===== src/rtl/mistura_colunas_inv.sv =====
`default_nettype none
// +------------------------------------------------------------------------+
// | mistura_colunas_inv: iterative AES InvMixColumns, N columns per cycle,  |
// | registered output behind valid/ready, per-block final-round bypass.     |
// | Revision: 1.0                                                           |
// +------------------------------------------------------------------------+
module mistura_colunas_inv #(
  parameter int COLUNAS_POR_CICLO = 1
) (
  input  logic         clk,
  input  logic         rst_n,
  input  logic [127:0] bloco,
  input  logic         entrada_valida,
  output logic         entrada_pronta,
  input  logic         ultima,
  output logic [127:0] saida,
  output logic         saida_valida,
  input  logic         saida_pronta
);

  generate
    if (!(COLUNAS_POR_CICLO == 1 || COLUNAS_POR_CICLO == 2 || COLUNAS_POR_CICLO == 4)) begin : g_param_invalido
      $error("COLUNAS_POR_CICLO must be 1, 2 or 4");
    end
  endgenerate

  localparam logic [1:0] OCIOSO    = 2'd0;
  localparam logic [1:0] PROCESSA  = 2'd1;
  localparam logic [1:0] CONCLUIDO = 2'd2;

  // Column step wraps to 0 for N=4; the mask keeps the column bits that pick a pass.
  localparam logic [1:0] c_PASSO = 2'(COLUNAS_POR_CICLO);
  localparam logic [1:0] c_MASK  = ~(c_PASSO - 2'd1);

  logic [1:0]   r_estado;
  logic [1:0]   r_coluna;
  logic [127:0] r_buf;
  logic [127:0] w_prox;
  logic [31:0]  w_res [COLUNAS_POR_CICLO];
  logic         w_aceita;
  logic         w_libera;
  logic         w_ultimo_passo;

  function automatic logic [7:0] xtime(input logic [7:0] b);
    return {b[6:0], 1'b0} ^ (b[7] ? 8'h1B : 8'h00);
  endfunction

  function automatic logic [31:0] inv_col(input logic [31:0] c);
    logic [7:0] a [4];
    logic [7:0] x2 [4];
    logic [7:0] x4 [4];
    logic [7:0] x8 [4];
    logic [7:0] m9 [4];
    logic [7:0] mb [4];
    logic [7:0] md [4];
    logic [7:0] me [4];
    for (int i = 0; i < 4; i++) begin
      a[i]  = c[31-8*i -: 8];
      x2[i] = xtime(a[i]);
      x4[i] = xtime(x2[i]);
      x8[i] = xtime(x4[i]);
      m9[i] = x8[i] ^ a[i];
      mb[i] = x8[i] ^ x2[i] ^ a[i];
      md[i] = x8[i] ^ x4[i] ^ a[i];
      me[i] = x8[i] ^ x4[i] ^ x2[i];
    end
    return {me[0] ^ mb[1] ^ md[2] ^ m9[3],
            m9[0] ^ me[1] ^ mb[2] ^ md[3],
            md[0] ^ m9[1] ^ me[2] ^ mb[3],
            mb[0] ^ md[1] ^ m9[2] ^ me[3]};
  endfunction

  function automatic logic [31:0] col_get(input logic [127:0] b, input logic [1:0] idx);
    logic [31:0] r;
    case (idx)
      2'd0:    r = b[127:96];
      2'd1:    r = b[95:64];
      2'd2:    r = b[63:32];
      default: r = b[31:0];
    endcase
    return r;
  endfunction

  assign entrada_pronta = (r_estado == OCIOSO) | ((r_estado == CONCLUIDO) & saida_pronta);
  assign saida_valida   = (r_estado == CONCLUIDO);
  assign saida          = r_buf;
  assign w_aceita       = entrada_valida & entrada_pronta;
  assign w_libera       = saida_valida & saida_pronta;
  assign w_ultimo_passo = ((r_coluna | ~c_MASK) == 2'b11);

  // Only N transform units; unit k always serves column coluna+k.
  genvar gk, gc;
  generate
    for (gk = 0; gk < COLUNAS_POR_CICLO; gk++) begin : g_unidade
      assign w_res[gk] = inv_col(col_get(r_buf, r_coluna + 2'(gk)));
    end
    for (gc = 0; gc < 4; gc++) begin : g_coluna
      logic w_sel;
      assign w_sel = (((2'(gc) ^ r_coluna) & c_MASK) == 2'b00);
      assign w_prox[127-32*gc -: 32] = w_sel ? w_res[gc % COLUNAS_POR_CICLO]
                                             : r_buf[127-32*gc -: 32];
    end
  endgenerate

  always_ff @(posedge clk or negedge rst_n) begin
    if (!rst_n) begin
      r_estado <= OCIOSO;
      r_coluna <= 2'd0;
      r_buf    <= 128'd0;
    end else begin
      case (r_estado)
        OCIOSO: begin
          if (w_aceita) begin
            r_buf    <= bloco;
            r_coluna <= 2'd0;
            r_estado <= ultima ? CONCLUIDO : PROCESSA;
          end
        end
        PROCESSA: begin
          r_buf    <= w_prox;
          r_coluna <= r_coluna + c_PASSO;
          if (w_ultimo_passo) r_estado <= CONCLUIDO;
        end
        CONCLUIDO: begin
          // An accept here always coincides with a release.
          if (w_aceita) begin
            r_buf    <= bloco;
            r_coluna <= 2'd0;
            r_estado <= ultima ? CONCLUIDO : PROCESSA;
          end else if (w_libera) begin
            r_estado <= OCIOSO;
          end
        end
        default: r_estado <= OCIOSO;
      endcase
    end
  end

endmodule
`default_nettype wire

===== config.mk =====
export PLATFORM = sky130hd
export DESIGN_NAME = mistura_colunas_inv
export DESIGN_NICKNAME = d
export VERILOG_FILES = /design/src/rtl/mistura_colunas_inv.sv
export SDC_FILE = /design/constraint.sdc
export NUM_CORES = 1
export LEC_CHECK = 0
export CAP_MARGIN = 25
export CORE_MARGIN = 8
export CORE_UTILIZATION = 56
export CTS_BUF_LIST = sky130_fd_sc_hd__clkbuf_16
export DETAILED_ROUTE_END_ITERATION = 16
export DONT_BUFFER_PORTS = 1
export PLACE_DENSITY = 0.79
export SYNTH_ARGS = -nofsm -noshare
export SYNTH_HDL_FRONTEND = slang
export SYNTH_SLANG_ARGS = --single-unit

===== constraint.sdc =====
create_clock -name clk -period 4.7 [get_ports clk]
set_input_delay 0.705 -clock clk [delete_from_list [all_inputs] [get_ports clk]]
set_output_delay 0.705 -clock clk [all_outputs]
set_load 0.005 [all_outputs]

# Yosys cells after proc, flatten, opt, wreduce, memory -nomap -nowiden
# Cells that the tools add are included.
# totals
register_bits	132
in_bits	133
output_inout_bits	130
elab_cells	114
# classes
addsub	1
n_eq_ne	13
muxes	27
bitwise	54
reduce_logical	13
# ops
op	n
$xor A8 B8 Y8	36
$pmux W128 S2	1
$mux W128	1
$mux W32	4
$pmux W32 S3	1
$xor A8 B5 Y8	12
$mux W5	12
$reduce_and A3 Y1	5
$mux W2	6
$ne A2 B2 Y1 const B	6
$logic_not A2 Y1	5
$eq A2 B2 Y1 const B	3
$pmux W2 S3	1
$eq A2 B1 Y1 const B	2
$pmux W2 S2	1
$ne A3 B1 Y1 const B	1
$add A2 B1 Y2 const B	1
$and A1 B1 Y1	2
$ne A2 B1 Y1 const B	1
$not A1 Y1	2
$not A2 Y2	1
$reduce_and A2 Y1	1
$reduce_bool A2 Y1	1
$reduce_or A2 Y1	1
$or A1 B1 Y1	1

# Longest topological paths before layout
# depth
word_depth	15
mapped_depth	14
depth_no_buf	10

# Least setup slack after synthesis
# OpenSTA, ideal clock, no wires.
# synth_path
path_type	reg2reg
startpoint	register r_coluna[0]
endpoint	register r_buf[60] (netlist: saida[60])
setup_ns	0.131
arrival_time_ns	3.219
t_required_ns	4.569
setup_slack_ns	1.350
path_stages_with_launch	13
n_path_buf	2
period_less_slack_ns	3.350
path_cell_list	dfrtp_1 > inv_1 > ha_1 > buf_6 > buf_2 > a222oi_1 > xor2_1 > a21oi_1 > xor2_1 > xnor3_2 > xnor2_2 > xnor2_1 > o21ai_1
# synth_between
elab_chain_len	13
word_cells_on_any_way	42
cone_classes	eq/ne (3); mux (14); bitwise (22); reduce/logical (3)
# synth_rtl
item	line	source
start, declared	36	logic [1:0] r_coluna;
start signal, assigned	121	r_coluna <= r_coluna + c_PASSO;
$eq A2 B2 Y1, or another cell as far along	75	case (idx)
$pmux W32 S3	75	
$xor A8 B5 Y8	45	return {b[6:0], 1'b0} ^ (b[7] ? 8'h1B : 8'h00);
$mux W5 / $xor A8 B5 Y8 (equally long branches)	45	
$xor A8 B5 Y8 / $mux W5 (equally long branches)	45	
$xor A8 B5 Y8	45	
$xor A8 B8 Y8, on equally long branches (2 in a row)	65, 63	
$xor A8 B8 Y8 (3 in a row)	67	return {me[0] ^ mb[1] ^ md[2] ^ m9[3],
$mux W32	100	assign w_prox[127-32*gc -: 32] = w_sel ? w_res[gc % COLUNAS_POR_CICLO]
$pmux W128 S2	111	case (r_estado)
end signal, assigned	114	r_buf <= bloco;
end signal, assigned	120	r_buf <= w_prox;
end signal, assigned	127	r_buf <= bloco;
end, declared	37	logic [127:0] r_buf;
# Parallel ways exist; a longest one is shown, timed or not. The select of a mux whose other input is x is not followed.
# A chain may end at the register's enable or synchronous reset.

# Worst setup path after layout
# layout_path
startpoint	register r_coluna[0]
endpoint	register r_buf[51] (netlist: saida[51])
# layout_between
elab_chain_len	13
word_cells_on_any_way	41
cone_classes	eq/ne (3); mux (13); bitwise (22); reduce/logical (3)
# layout_rtl
item	line	source
$eq A2 B2 Y1, or another cell as far along	75	
$pmux W32 S3	75	
$mux W5 / $xor A8 B5 Y8 (equally long branches)	45	
$xor A8 B5 Y8	45	
$xor A8 B5 Y8 / $mux W5 (equally long branches)	45	
$xor A8 B5 Y8	45	
$xor A8 B8 Y8 (2 in a row)	65	me[i] = x8[i] ^ x4[i] ^ x2[i];
$xor A8 B8 Y8 (3 in a row)	68	m9[0] ^ me[1] ^ mb[2] ^ md[3],
$mux W32	100	
$pmux W128 S2	111	
# Parallel ways exist; a longest one is shown, timed or not. The select of a mux whose other input is x is not followed.

==> results.py <==
metrics = {
    "setup_path": {
        "path_cells": "inv_1 > ha_1 > buf_4 > a222oi_1 > buf_4 > xnor2_1 > a21o_1 > xnor2_2 > xnor2_1 > xnor2_1 > xnor2_1 > o21ai_0",
        "crit_top_cell": "xnor2_1",
        "slowest_stage": "ha_1",
        "ff2ff_setup_slack_ns": 0.40,
        "crit_family": "XOR/XNOR gates",
        "required_ns": 4.99,
        "end_kind": "flop",
        "r2r_end": "saida[51]$_DFFE_PN0P_",
        "start_kind": "flop",
        "path_max_fanout": 22,
        "crit_type": "reg2reg",
        "r2r-start": "r_coluna[0]$_DFFE_PN0P_",
        "cp.buffers_inverters": 3,
        "cp.arrival_ns": 4.59,
        "max_stage_delay_ns": 0.85,
        "rr_worst_depth": 12,
    },
    "run_status": {
        "status": "finished, final reports clean",
    },
    "grt": {
        "grt_max_degree": 133,
        "grt_pass1_vias": 8406,
        "overflow": 0,
        "antenna_found_initial": 0,
        "grt_usage_pct": 30.4,
        "grt_pass1_wl_um": 51400,
    },
    "finish": {
        "nNetsFinal": 1234,
        "regArea_um2": 3310,
        "layout_common_cells": "xnor2_1, dfrtp_1, nor2_1",
        "multi_input_area_um2": 6060,
        "area_growth_pct": 9.13,
        "final_common_cell": "xnor2_1",
        "drive_above_1_share_pct": 8.38,
        "nFillCells": 1443,
        "antenna_cells": 0,
    },
    "floorplan": {
        "fp.dieW_um": 148,
        "fp.dieH_um": 148,
        "die_area_um2": 22000,
        "coreArea_um2": 17200,
        "initial_core_util_pct": 56.9,
        "ios": 263,
        "rows": 48,
    },
    "synth": {
        "synth-simple-area-share_pct": 14.5,
        "syn_area_um2": 9810,
        "syn_nets": 1272,
        "synth_compound_area_share_pct": 18.6,
        "synth_area_per_cell_um2": 8.64,
        "ys.warnings.count": 0,
        "synth_mux_area_share_pct": 1.29,
        "synth_seq_area_share_pct": 33.7,
        "synthAdderAreaFrac_pct": 0.510,
        "synthesis.instances": 1135,
        "ys_ff_latch": 132,
        "synth_xor_area_share_pct": 26.9,
        "synth_top_family_by_area": "XOR/XNOR gates",
        "yosysUniqueCellTypes": 37,
    },
    "job": {
        "drv_cap": 0,
    },
    "drt": {
        "wire_per_inst_um": 25.4,
        "postRouteAntennaNets": 0,
        "met2_length_um": 15800,
        "dr.pass1.iters": 8,
        "top_layer_used": "met4",
        "drtIter0Drc": 949,
        "met3_length_um": 4140,
        "drt-met1-wl_um": 12800,
        "via_count": 8496,
        "vias_per_cell": 6.36,
        "drc_errors": 0,
        "routed_wl_um": 33900,
    },
    "clock_network": {
        "cts_tree": "yes",
        "clock-sinks": 132,
        "path_clk_slew_ns": 0.07,
        "cts_resized": 0,
        "cts_buffers": 17,
        "clk_latency_ns": 0.44,
        "htreeDepth": 4,
        "cts-root-buf": "clkbuf_16",
        "clk_path_buf_depth": 2,
    },
    "timing": {
        "setup-violations-final": 0,
        "rsz0062_at_grt": "false",
        "finalCritPeriodShare_pct": 91.5,
        "slew_viol_final": 0,
        "min_period_ns": 4.30,
        "skew_ns": 0.0130,
        "maxSlewHeadroom_pct": 30.9,
        "worst_pin_slew_ns": 1.04,
        "final_hold_viol_count": 0,
        "setup_tns_ns": 0,
        "max_freq_ghz": 0.232,
    },
    "placed_design": {
        "dp_hpwl_um": 25500,
        "gp_congestion": 1.03,
        "numPortBuffers": 0,
    },
    "min_path": {
        "hp-class": "in2async",
    },
}
[per-stage QoR]
step,instances,utilization [%],cell area [um2],worst slack (ns),hold WS [ns]
2_1_floorplan,1135,-,9810,1.35,0.409
6_report,1335,62.1,10700,0.397,0.225
4_1_cts,1332,61.9,10700,0.273,0.268
5_1_grt,1335,62.1,10700,0.253,0.276
3_3_place_gp,1299,58.1,10000,0.385,0.414
3_5_place_dp,1299,58.1,10000,0.304,0.414
[per-layer routing]
metal,vias to the layer above,track usage (%)
met5,-,0
met4,0,13.7
met3,83,8.99
met2,542,48.2
met1,4063,37.5
li1,3808,-
[how the worst max path moves through the flow]
| stage | from | end | depth (start not counted) |
|---|---|---|---|
| 4_1_cts | r_coluna[0]$_DFFE_PN0P_ | saida[21]$_DFFE_PN0P_ | 10 |
| 2_1_floorplan | r_coluna[0]$_DFFE_PN0P_ | saida[60]$_DFFE_PN0P_ | 12 |
| 3_5_place_dp | r_coluna[0]$_DFFE_PN0P_ | saida[21]$_DFFE_PN0P_ | 10 |
| 6_report | r_coluna[0]$_DFFE_PN0P_ | saida[51]$_DFFE_PN0P_ | 12 |
| 3_3_place_gp | r_coluna[0]$_DFFE_PN0P_ | saida[51]$_DFFE_PN0P_ | 10 |
| 5_1_grt | r_coluna[0]$_DFFE_PN0P_ | saida[21]$_DFFE_PN0P_ | 12 |
[cells by family after synthesis]
logic type               count (synthesis)
AO/OA/AOI/OAI                          292
XOR/XNOR                               284
adder cells (fa/ha/maj)                  4
buffers and inverters                  107
flip-flops                             132
multiplexers                            12
AND/OR/NAND/NOR                        304
[what timing repair did]
item / CTS / global route
setup endpoints to repair: 0 / 2
hold endpoints to repair: 132 / 0
hold buffers: 1 / 0
buffers inserted: 0 / 2
[flip-flops by register name (all words and copies together), names as in the netlist]
register / flops
r_coluna: 2
saida: 128
r_estado: 2
[cell usage after synthesis (all sizes together)]
cell	count	area, um2
mux2	2	22.5
xor2	79	692
and2	19	119
xnor2	197	1760
inv	3	11.3
o21ai	88	444
nand2b	24	150
a21boi	2	15.0
nand2	97	364
mux2i	10	104
nor3	2	10.0
a22oi	1	7.51
a222oi	31	310
xnor3	8	181
a22o	3	26.3
o31ai	50	375
o21a	2	15.0
a31oi	24	150
ha	4	50.1
buf	24	135
nor3b	44	330
o21bai	1	7.51
clkbuf	80	300
dfrtp	132	3300
nor2b	3	18.8
nor2	115	432
o2bb2ai	1	8.76
a21o	2	15.0
a21oi	87	447
[area by class of cell]
| class | instances | share of cell area (%) |
|---|---|---|
| clock buffers | 17 | 3.97 |
| clock inverters | 15 | 1.99 |
| inverters | 3 | 0.105 |
| multi-input cells | 896 | 56.6 |
| flip-flops and latches | 132 | 30.9 |
| well taps | 225 | 2.63 |
| repair buffers | 47 | 3.79 |
Power is left out: the tool's default activity adds up to more than one toggle a clock period on the data nets, which glitch-free logic cannot reach.
